===== src/rtl/sram_wbuf_arb_pkg.sv =====
// rtl/sram_wbuf_arb_pkg.sv - shared config: RAM parameter defaults, data/byte widths, write-buffer entry layout
package sram_wbuf_arb_pkg;

    localparam int DEF_P_DW       = 6;
    localparam int DEF_AW         = 6;
    localparam int DEF_WB_DEPTH_P = 2;

    function automatic int dw_of(input int p_dw);
        return 1 << p_dw;
    endfunction

    function automatic int bw_of(input int p_dw);
        return (1 << p_dw) / 8;
    endfunction

    // Entry layout, LSB first: data [DW-1:0], be [DW +: BW], addr [DW+BW +: AW]
    function automatic int ent_width(input int aw, input int p_dw);
        return aw + bw_of(p_dw) + dw_of(p_dw);
    endfunction

endpackage


===== src/rtl/wbuf_fwd_merge.sv =====
// rtl/wbuf_fwd_merge.sv - per-byte newest-match merge of buffered writes against a read address
module wbuf_fwd_merge
    import sram_wbuf_arb_pkg::*;
#(
    parameter int P_DW    = DEF_P_DW,
    parameter int AW      = DEF_AW,
    parameter int DEPTH_P = DEF_WB_DEPTH_P
) (
    input  logic [DEPTH_P-1:0]                         head,
    input  logic [DEPTH_P:0]                           count,
    input  logic [AW-1:0]                              rd_addr,
    input  logic [(1<<DEPTH_P)-1:0][AW-1:0]            ent_addr,
    input  logic [(1<<DEPTH_P)-1:0][bw_of(P_DW)-1:0]   ent_be,
    input  logic [(1<<DEPTH_P)-1:0][dw_of(P_DW)-1:0]   ent_data,
    output logic [bw_of(P_DW)-1:0]                     mask,
    output logic [dw_of(P_DW)-1:0]                     data,
    output logic                                       hit
);
    localparam int N  = 1 << DEPTH_P;
    localparam int BW = bw_of(P_DW);

    logic [DEPTH_P-1:0] idx;

    // Walk oldest to newest so a later match overwrites an earlier one per byte.
    always_comb begin
        mask = '0;
        data = '0;
        hit  = 1'b0;
        idx  = head;
        for (int k = 0; k < N; k++) begin
            idx = head + DEPTH_P'(k);
            if ((DEPTH_P+1)'(k) < count && ent_addr[idx] == rd_addr) begin
                hit = 1'b1;
                for (int b = 0; b < BW; b++) begin
                    if (ent_be[idx][b]) begin
                        mask[b]         = 1'b1;
                        data[b*8 +: 8]  = ent_data[idx][b*8 +: 8];
                    end
                end
            end
        end
    end

endmodule


===== src/rtl/sram_wbuf_arb.sv =====
// rtl/sram_wbuf_arb.sv - read/write front-end with posted write buffer for a single-port SRAM
// NCPU_WBUF_FWD_EN selects byte-merge forwarding; otherwise reads that hit the buffer stall.
module sram_wbuf_arb
    import sram_wbuf_arb_pkg::*;
#(
    parameter int P_DW       = DEF_P_DW,
    parameter int AW         = DEF_AW,
    parameter int WB_DEPTH_P = DEF_WB_DEPTH_P
) (
    input  logic                     CLK,
    input  logic                     RST_N,
    input  logic                     RD_VALID,
    output logic                     RD_READY,
    input  logic [AW-1:0]            RD_ADDR,
    output logic                     RD_RVALID,
    output logic [dw_of(P_DW)-1:0]   RD_RDATA,
    input  logic                     WR_VALID,
    output logic                     WR_READY,
    input  logic [AW-1:0]            WR_ADDR,
    input  logic [bw_of(P_DW)-1:0]   WR_WE,
    input  logic [dw_of(P_DW)-1:0]   WR_DIN,
    output logic                     WB_EMPTY,
    output logic [AW-1:0]            RAM_ADDR,
    output logic                     RAM_RE,
    output logic [bw_of(P_DW)-1:0]   RAM_WE,
    output logic [dw_of(P_DW)-1:0]   RAM_DIN,
    input  logic [dw_of(P_DW)-1:0]   RAM_DOUT
);
    localparam int DW = dw_of(P_DW);
    localparam int BW = bw_of(P_DW);
    localparam int EW = ent_width(AW, P_DW);
    localparam int N  = 1 << WB_DEPTH_P;

    logic [N-1:0][EW-1:0]   ent_q;
    logic [N-1:0][AW-1:0]   ent_addr;
    logic [N-1:0][BW-1:0]   ent_be;
    logic [N-1:0][DW-1:0]   ent_data;
    logic [WB_DEPTH_P-1:0]  head_q, tail_q;
    logic [WB_DEPTH_P:0]    count_q;
    logic                   rvalid_q;
    logic [BW-1:0]          fwd_mask_q, fwd_mask;
    logic [DW-1:0]          fwd_data_q, fwd_data;
    logic                   fwd_hit, full, empty, blocked, rd_issue, drain, push;

    always_comb begin
        for (int i = 0; i < N; i++) begin
            ent_data[i] = ent_q[i][DW-1:0];
            ent_be[i]   = ent_q[i][DW +: BW];
            ent_addr[i] = ent_q[i][DW+BW +: AW];
        end
    end

    wbuf_fwd_merge #(.P_DW(P_DW), .AW(AW), .DEPTH_P(WB_DEPTH_P)) u_merge (
        .head     (head_q),
        .count    (count_q),
        .rd_addr  (RD_ADDR),
        .ent_addr (ent_addr),
        .ent_be   (ent_be),
        .ent_data (ent_data),
        .mask     (fwd_mask),
        .data     (fwd_data),
        .hit      (fwd_hit)
    );

    assign full  = (count_q == (WB_DEPTH_P+1)'(N));
    assign empty = (count_q == '0);
`ifdef NCPU_WBUF_FWD_EN
    assign blocked = 1'b0;
`else
    assign blocked = fwd_hit;
`endif

    // A full buffer always wins the port; otherwise reads go first and writes fill idle cycles.
    assign RD_READY = !full && !blocked;
    assign rd_issue = RD_VALID && RD_READY;
    assign drain    = !empty && !rd_issue;
    assign WR_READY = !full;
    assign push     = WR_VALID && !full && (|WR_WE);
    assign WB_EMPTY = empty;

    assign RAM_RE   = rd_issue;
    assign RAM_WE   = drain ? ent_be[head_q] : '0;
    assign RAM_ADDR = rd_issue ? RD_ADDR : ent_addr[head_q];
    assign RAM_DIN  = ent_data[head_q];

    always_ff @(posedge CLK or negedge RST_N) begin
        if (!RST_N) begin
            head_q     <= '0;
            tail_q     <= '0;
            count_q    <= '0;
            rvalid_q   <= 1'b0;
            fwd_mask_q <= '0;
        end else begin
            if (push)  tail_q <= tail_q + 1'b1;
            if (drain) head_q <= head_q + 1'b1;
            count_q    <= count_q + (WB_DEPTH_P+1)'(push) - (WB_DEPTH_P+1)'(drain);
            rvalid_q   <= rd_issue;
            // In stall mode an issued read never hits, so this stays zero there.
            fwd_mask_q <= rd_issue ? fwd_mask : '0;
        end
    end

    always_ff @(posedge CLK) begin
        if (push)     ent_q[tail_q] <= {WR_ADDR, WR_WE, WR_DIN};
        if (rd_issue) fwd_data_q    <= fwd_data;
    end

    assign RD_RVALID = rvalid_q;

    always_comb begin
        RD_RDATA = RAM_DOUT;
        for (int b = 0; b < BW; b++) begin
            if (fwd_mask_q[b]) RD_RDATA[b*8 +: 8] = fwd_data_q[b*8 +: 8];
        end
    end

endmodule


===== config.mk =====
export PLATFORM = sky130hd
export DESIGN_NAME = sram_wbuf_arb
export DESIGN_NICKNAME = d
export VERILOG_FILES = /design/src/rtl/sram_wbuf_arb_pkg.sv /design/src/rtl/wbuf_fwd_merge.sv /design/src/rtl/sram_wbuf_arb.sv
export SDC_FILE = /design/constraint.sdc
export NUM_CORES = 1
export LEC_CHECK = 0
export ABC_AREA = 0
export CORE_UTILIZATION = 50
export DETAILED_ROUTE_END_ITERATION = 10
export HOLD_SLACK_MARGIN = 0.08
export PLACE_DENSITY = 0.87
export SYNTH_ARGS = -nofsm -noshare
export SYNTH_HDL_FRONTEND = slang
export SYNTH_SLANG_ARGS = --single-unit

===== constraint.sdc =====
create_clock -name CLK -period 4.4 [get_ports CLK]
set_input_delay 0.88 -clock CLK [delete_from_list [all_inputs] [get_ports CLK]]
set_output_delay 0.88 -clock CLK [all_outputs]
set_load 0.1 [all_outputs]

==> impl_metrics.csv, run 1 <==
group,metric,value,unit
clock_tree,cts_buffer_depth,3,
worst_setup_path,regToRegStartpoint,"head_q[1]",
pwr,p_per_area,840,nW/um2
drt,drt-total-wl,60.6,mm
logic_synthesis,synth_area_leader_cell,"edfxtp_1",
placement,pre_cts_slack,-0.0217,ns
floorplan,ios,299,
global_routing,grt_max_degree,241,
placement,detailed_place_hpwl,39.0,mm
pwr,ir_drop,0.000708,V
worst_setup_path,critical_path.endpoint,"RAM_WE[2]",
layout,fin_util,62.8,%
floorplan,start_util,50.6,%
timing,rsz0062_at_grt,"no",
worst_setup_path,timing.rr.end,"fwd_data_q[9]",
placement,gp_congestion,0.855,
logic_synthesis,synth_seq_cells,392,
logic_synthesis,synthTopCellsByCount,"edfxtp_1 (376), mux2i_1 (206), nand2_1 (191), mux2_2 (162), a21oi_1 (145)",
layout,fill_cells,3129,
drt,ant_nets,0,
logic_synthesis,async_flop_share,4.08,%
job,cap_violations,0,
global_routing,overflow,0,
floorplan,die_w,211,um
logic_synthesis,avgSynthCellArea,12.4,um2
worst_setup_path,r2r_setup_slack,0.69,ns
logic_synthesis,ys.flop_type,"edfxtp_1",
clock_tree,clock_sinks,392,
clock_tree,root_buffer,"clkbuf_16",
logic_synthesis,ys_warn_count,0,
logic_synthesis,synth_most_common_cell,"edfxtp_1",
global_routing,grt_usage,26.7,%
timing,max_freq,232,MHz
run_status,status,"finished clean",
worst_setup_path,r2r_cells,10,
timing,fin_skew,0.0290,ns
floorplan,rows,76,
timing,finalHoldViolCount,0,
floorplan,die_area,44300,um2
worst_setup_path,worst-path-max-fanout,240,
timing,maxSlewViolCount,0,
global_routing,grt_pass1_vias,16600,
drt,avgRoutedWirePerCell,22.8,um
logic_synthesis,synth_cells,1749,
drt,drt_first_pass_iters,6,
layout,drive_gt1_share,27.4,%
drt,drt-vias-per-instance,6.28,
drt,drc,0,
global_routing,antenna_found_initial,5,
clock_tree,clkTransAtPathRegs,0.06,ns
drt,drt_iter0_markers,1622,
worst_setup_path,cp.required,3.52,ns
worst_setup_path,critical_path_class,"reg -> out",
global_routing,grt_pass1_wl,91.0,mm
layout,area_growth,24.1,%
timing,layout_setup_ws,0.0941,ns
logic_synthesis,synth_cell_type_count,59,
worst_hold_path,hold_path.class,"in -> async",
logic_synthesis,synthTopCellsByArea,"edfxtp_1 (52%), mux2i_1 (9.5%), mux2_2 (8.4%), a21oi_1 (3.3%), nand2_1 (3.3%)",
clock_tree,htreeDepth,2,
worst_setup_path,worstSetupStartpoint,"head_q[0]",
clock_tree,insertion_delay,0.58,ns
drt,vias,16700,
clock_tree,cts_made_buffers,42,
layout,finalNetCount,2199,
logic_synthesis,synth_area,21700,um2
floorplan,dieHeight,211,um
worst_setup_path,startpoint_type,"flip-flop",
clock_tree,tritoncts,"built",
floorplan,core,43000,um2
logic_synthesis,synth-edff-count,376,
logic_synthesis,synth_top_area_share,51.9,%
timing,worst_pin_slew,1.20,ns
worst_setup_path,worstPathArrival,3.43,ns
pwr,p_leak,9.73,nW
placement,portBuffers,298,
timing,setup_violations,0,
timing,period_needed,4.31,ns
clock_tree,cts_hold_buf,0,
worst_setup_path,cp-end-kind,"primary output",
logic_synthesis,seq_area_frac_synth,53.8,%
timing,hold_ws,0.361,ns
timing,slew_headroom,20.2,%
timing,fin_crit_sh,97.9,%
[sequential cells by signal, summed over array words and instances (netlist names)]
name        count
RD_RVALID       1
count_q         3
ent_addr       24
ent_be         32
ent_data      256
fwd_data_q     64
fwd_mask_q      8
head_q          2
tail_q          2
[cells in the final DEF (no fill, tap or decap), types with 56 or more instances in the layout]
cell type / instances
a21oi_1: 89
a21oi_2: 56
a221oi_1: 60
a31oi_1: 56
buf_4: 172
clkdlybuf4s50_1: 152
edfxtp_1: 376
mux2_2: 162
mux2i_1: 205
nand2_1: 191
nor2_1: 91
o21ai_0: 73
[worst min path at each step]
stage               endpoint  depth (start not counted)
2_1_floorplan     count_q[0]                          1
3_3_place_gp      count_q[0]                          1
3_5_place_dp      count_q[0]                          1
4_1_cts        fwd_mask_q[2]                          1
5_1_grt        fwd_mask_q[2]                          1
6_report       fwd_mask_q[2]                          1
[cell type report]
type	instances	area, um2	area share [%]
flip-flops and latches	392	11700	43.3
repair buffers	358	3470	12.8
multi-input cells	1235	9710	36.0
clock buffers	57	1180	4.37
clock inverters	19	159	0.589
inverters	9	33.8	0.125
well taps	585	732	2.71
diodes	2	5.00	0.0185
[stage by stage]
stage / cell area (um2) / cells / TNS [ns] / total power [mW]
after detailed placement: 25500 / 2569 / -0.0217 / 18.9
final: 27000 / 2657 / 0 / 22.7
after floorplan: 22000 / 1756 / -9.23 / 15.9
after global routing: 27000 / 2656 / 0 / 23.5
after CTS: 26900 / 2652 / 0 / 22.6
after global placement: 25500 / 2569 / 0 / 18.5
[worst max-delay path, stage by stage, from the launching register on]
cell	delay, ns
dfrtp_4	0.47
buf_6	0.18
buf_6	0.20
buf_12	0.59
nor2_1	0.14
a21oi_1	0.31
nor3b_2	0.33
buf_4	0.17
buf_12	0.16
[per-layer routing]
layer / global-route usage (%) / vias up / wire length, um / share of wire, %
li1: - / 7400 / - / -
met1: 32.6 / 8135 / 23000 / 38
met2: 45.8 / 961 / 30000 / 50
met3: 5.39 / 171 / 5300 / 8.7
met4: 12.0 / 6 / 2210 / 3.6
met5: 0 / - / 44 / 0.073
[where the power goes]
part / internal [mW] / switching (mW)
clock: 2.00 / 1.46
combinational: 4.15 / 9.63
sequential: 5.05 / 0.381
total: 11.2 / 11.5
[cells by family after synthesis]
family	count (synthesis)	synth area share, %
adders and majority gates	9	0.553
AOI/OAI and AO/OA	448	14.3
other	1	0.0172
buffers and inverters	129	3.04
DFF	392	53.8
xor gates and xnor gates	28	1.23
muxes	391	20.0
and+or+nand+nor	351	7.07
[what timing repair did]
action,CTS,global route
gates cloned,1,0
endpoints found under the setup margin,11,17
resized for setup,5,3
buffers inserted,6,3
(Power assumes the default switching activity.)
==> run 2, diff against run 1 <==
Settings changed: GPL_ROUTABILITY_DRIVEN from default to 0.
==> results of run 2 <==
Final layout, timing and power as in run 1 (identical DEF).
==> patch, RTL diff (flow settings as in run 1) <==
Set the package constant `DEF_AW` to 4 (it was 6).
--- a/src/rtl/sram_wbuf_arb_pkg.sv
+++ b/src/rtl/sram_wbuf_arb_pkg.sv
@@ -3,5 +3,5 @@
 
     localparam int DEF_P_DW       = 6;
-    localparam int DEF_AW         = 6;
+    localparam int DEF_AW         = 4;
     localparam int DEF_WB_DEPTH_P = 2;
 
Interface: changed (resized RAM_ADDR, RD_ADDR and WR_ADDR); port bits go from 299 to 293. No check against the original RTL was run, so the function may have changed too.
==> patch against run 1 <==
Sequential cell count down 8. First-iteration DRC count up 30%. Global-route usage down 0.66 points. Cell area up 3.6%. Count of clock-buffer cells in the layout up 5. Die area up 6.2%. Area after synthesis up 6.3%. Setup slack better by 41 ps. Maximum frequency up 0.97%. Highest routed layer unchanged. Routed wire length up 3.7%.
Power is left out: the tool's default activity adds up to more than one toggle a clock period on the data nets, which glitch-free logic cannot reach.
==> patch: results (changes against run 1) <==
- Depth of the worst register-to-register path: 6 (-4)
- Average wire per standard cell: 23.74 µm (+4.0%)
- In this run the critical register-to-register path is captured at fwd_data_q[38].
- The commonest cells after synthesis are 368 x sky130_fd_sc_hd__edfxtp_1, 137 x sky130_fd_sc_hd__nor2_1, 135 x sky130_fd_sc_hd__mux4_2.
- The share of post-route cells with drive strength above 1 came to 25.20% (-2.2 points).
* Pin count of the biggest net entering global routing: 200 (-17%)
* Post-synth EDFFs: 368 (-2.1%)
* First-pass iteration count of the detailed router: 5 (-1)
- Antenna violations before repair: 2 (-3)
* Slack of the worst reg-to-reg path: 640 ps (-50 ps)
- Count of unique library cells instantiated by Yosys: 58 (-1.7%)
- CTS Buffer Depth: 3 (unchanged)
- Worst Clk Skew: 20.05 ps (-8.910 ps)
- Number of levels in the clock H-tree: 2 (unchanged)
- By area the synthesized netlist is led by sky130_fd_sc_hd__edfxtp_1 48%, sky130_fd_sc_hd__mux4_2 13%, sky130_fd_sc_hd__a311oi_1 4.7%.
* Sequential-to-total area share from yosys stat: 49.57% (-4.2 points)
* Number of standard cells after synthesis: 1783 (+1.9%)
* FFs w/ async S/R, synth: 4.167% (+0.085 points)
* Total Wirelength: 62.86 mm (+3.7%)
- The flow ran to the end, and the final reports show no timing, DRC or antenna violations.
* Vias in the first global route: 17205 (+3.6%)
* Worst-Skew Late Latency: 570 ps
- DRC marker count from the first detailed-route iteration: 2111 (+30%)
- The instance count after placement with tap cells included came to 2567 (-0.078%).
- The detailed-route via count is 17522 (+5.1%).
* Number of diodes added for antenna fixing: 0 (-2)
* Global-route wire length before repair: 94.65 mm (+4.0%)
- Routability cong.: 0.8526 (-0.27%)
- Final HPWL DP: 39.88 mm (+2.4%)
* Biggest fanout along the worst timing path: 20 (-92%)
- Total global routing track utilization: 26.08% (-0.66 points)
- Slew of the pin with the lowest slew margin: 1225 ps (+28.08 ps)
* WP data arrival: 3380 ps (-50 ps)
- In this run the worst setup path terminates at RAM_ADDR[1].
* Filler Cells Inserted: 3276 (+4.7%)
- The port buffer count is 292 (-2.0%).
- Crit Reg-Reg Startpoint: head_q[1]
- The number of nets in the layout was 2172 (-1.2%).
## patch: cell types whose count changed after synthesis, sizes merged, moves of 65 or more
cell,change
nor2b,+69
inv,+66
mux2i,-103
nor3,+65
a311oi,+134
a211oi,+65
mux4,+124
nand2,-145
mux2,-99
## patch: worst max-delay path: stages (launching register included)
cell                      delay (ps)
sky130_fd_sc_hd__dfrtp_4         660
sky130_fd_sc_hd__mux2i_2         500
sky130_fd_sc_hd__nor4b_2         390
sky130_fd_sc_hd__o31ai_4         120
sky130_fd_sc_hd__o21ai_2         190
sky130_fd_sc_hd__nor4b_4          70
sky130_fd_sc_hd__buf_4           170
sky130_fd_sc_hd__nand2_2         140
sky130_fd_sc_hd__mux2_2          380
sky130_fd_sc_hd__buf_12          170
## patch: cells by family (layout without fill, tap and decap cells)
logic type      after synthesis  after routing  synth area share, %
xor+xnor                     21             21               0.8611
simple gates                396            396                8.498
fa+ha+maj                     9              9               0.5200
compound gates              424            424                14.55
other cells                   1              8              0.01623
flops                       384            384                49.57
mux                         313            313                21.68
buf+inv                     235            493                4.311
## patch: layer usage
layer | up-vias | global-route usage (%) | wire length [µm]
li1 | 7633 | - | -
met2 | 1058 | 43.50 | 30850
met4 | 4 | 11.95 | 2326
met1 | 8657 | 32.98 | 23380
met3 | 170 | 5.003 | 6281
met5 | - | 0 | 21
## patch: worst min path at each step
stage	slack, ps	endpoint	startpoint	cells after the start
finish	390	fwd_mask_q[0]	RST_N	1
global route	420	fwd_mask_q[0]	RST_N	1
CTS	400	fwd_mask_q[0]	RST_N	1
detailed placement	600	count_q[0]	count_q[0]	1
global placement	560	count_q[0]	count_q[0]	1
floorplan	530	count_q[0]	count_q[0]	1
## patch: layout make-up
class,instances,share of cell area [%]
multi-input cells,1171,38.68
inverters,75,1.020
flip-flops and latches,384,40.96
clock buffers,62,4.281
well taps,600,2.684
clock inverters,15,0.7514
repair buffers,341,11.62
## patch: timing repair
action	CTS	global route
gates resized for setup	1	0
buffers inserted	1	3
setup endpoints to repair	10	6
hold endpoints to repair	0	0
## patch: stage by stage
stage	setup WS, ps	cell area (µm²)
4_1_cts	93.73	27950
5_1_grt	25.89	27970
3_3_place_gp	235.7	26520
3_5_place_dp	216.7	26520
2_1_floorplan	-774.5	23280
6_report	135.5	27970
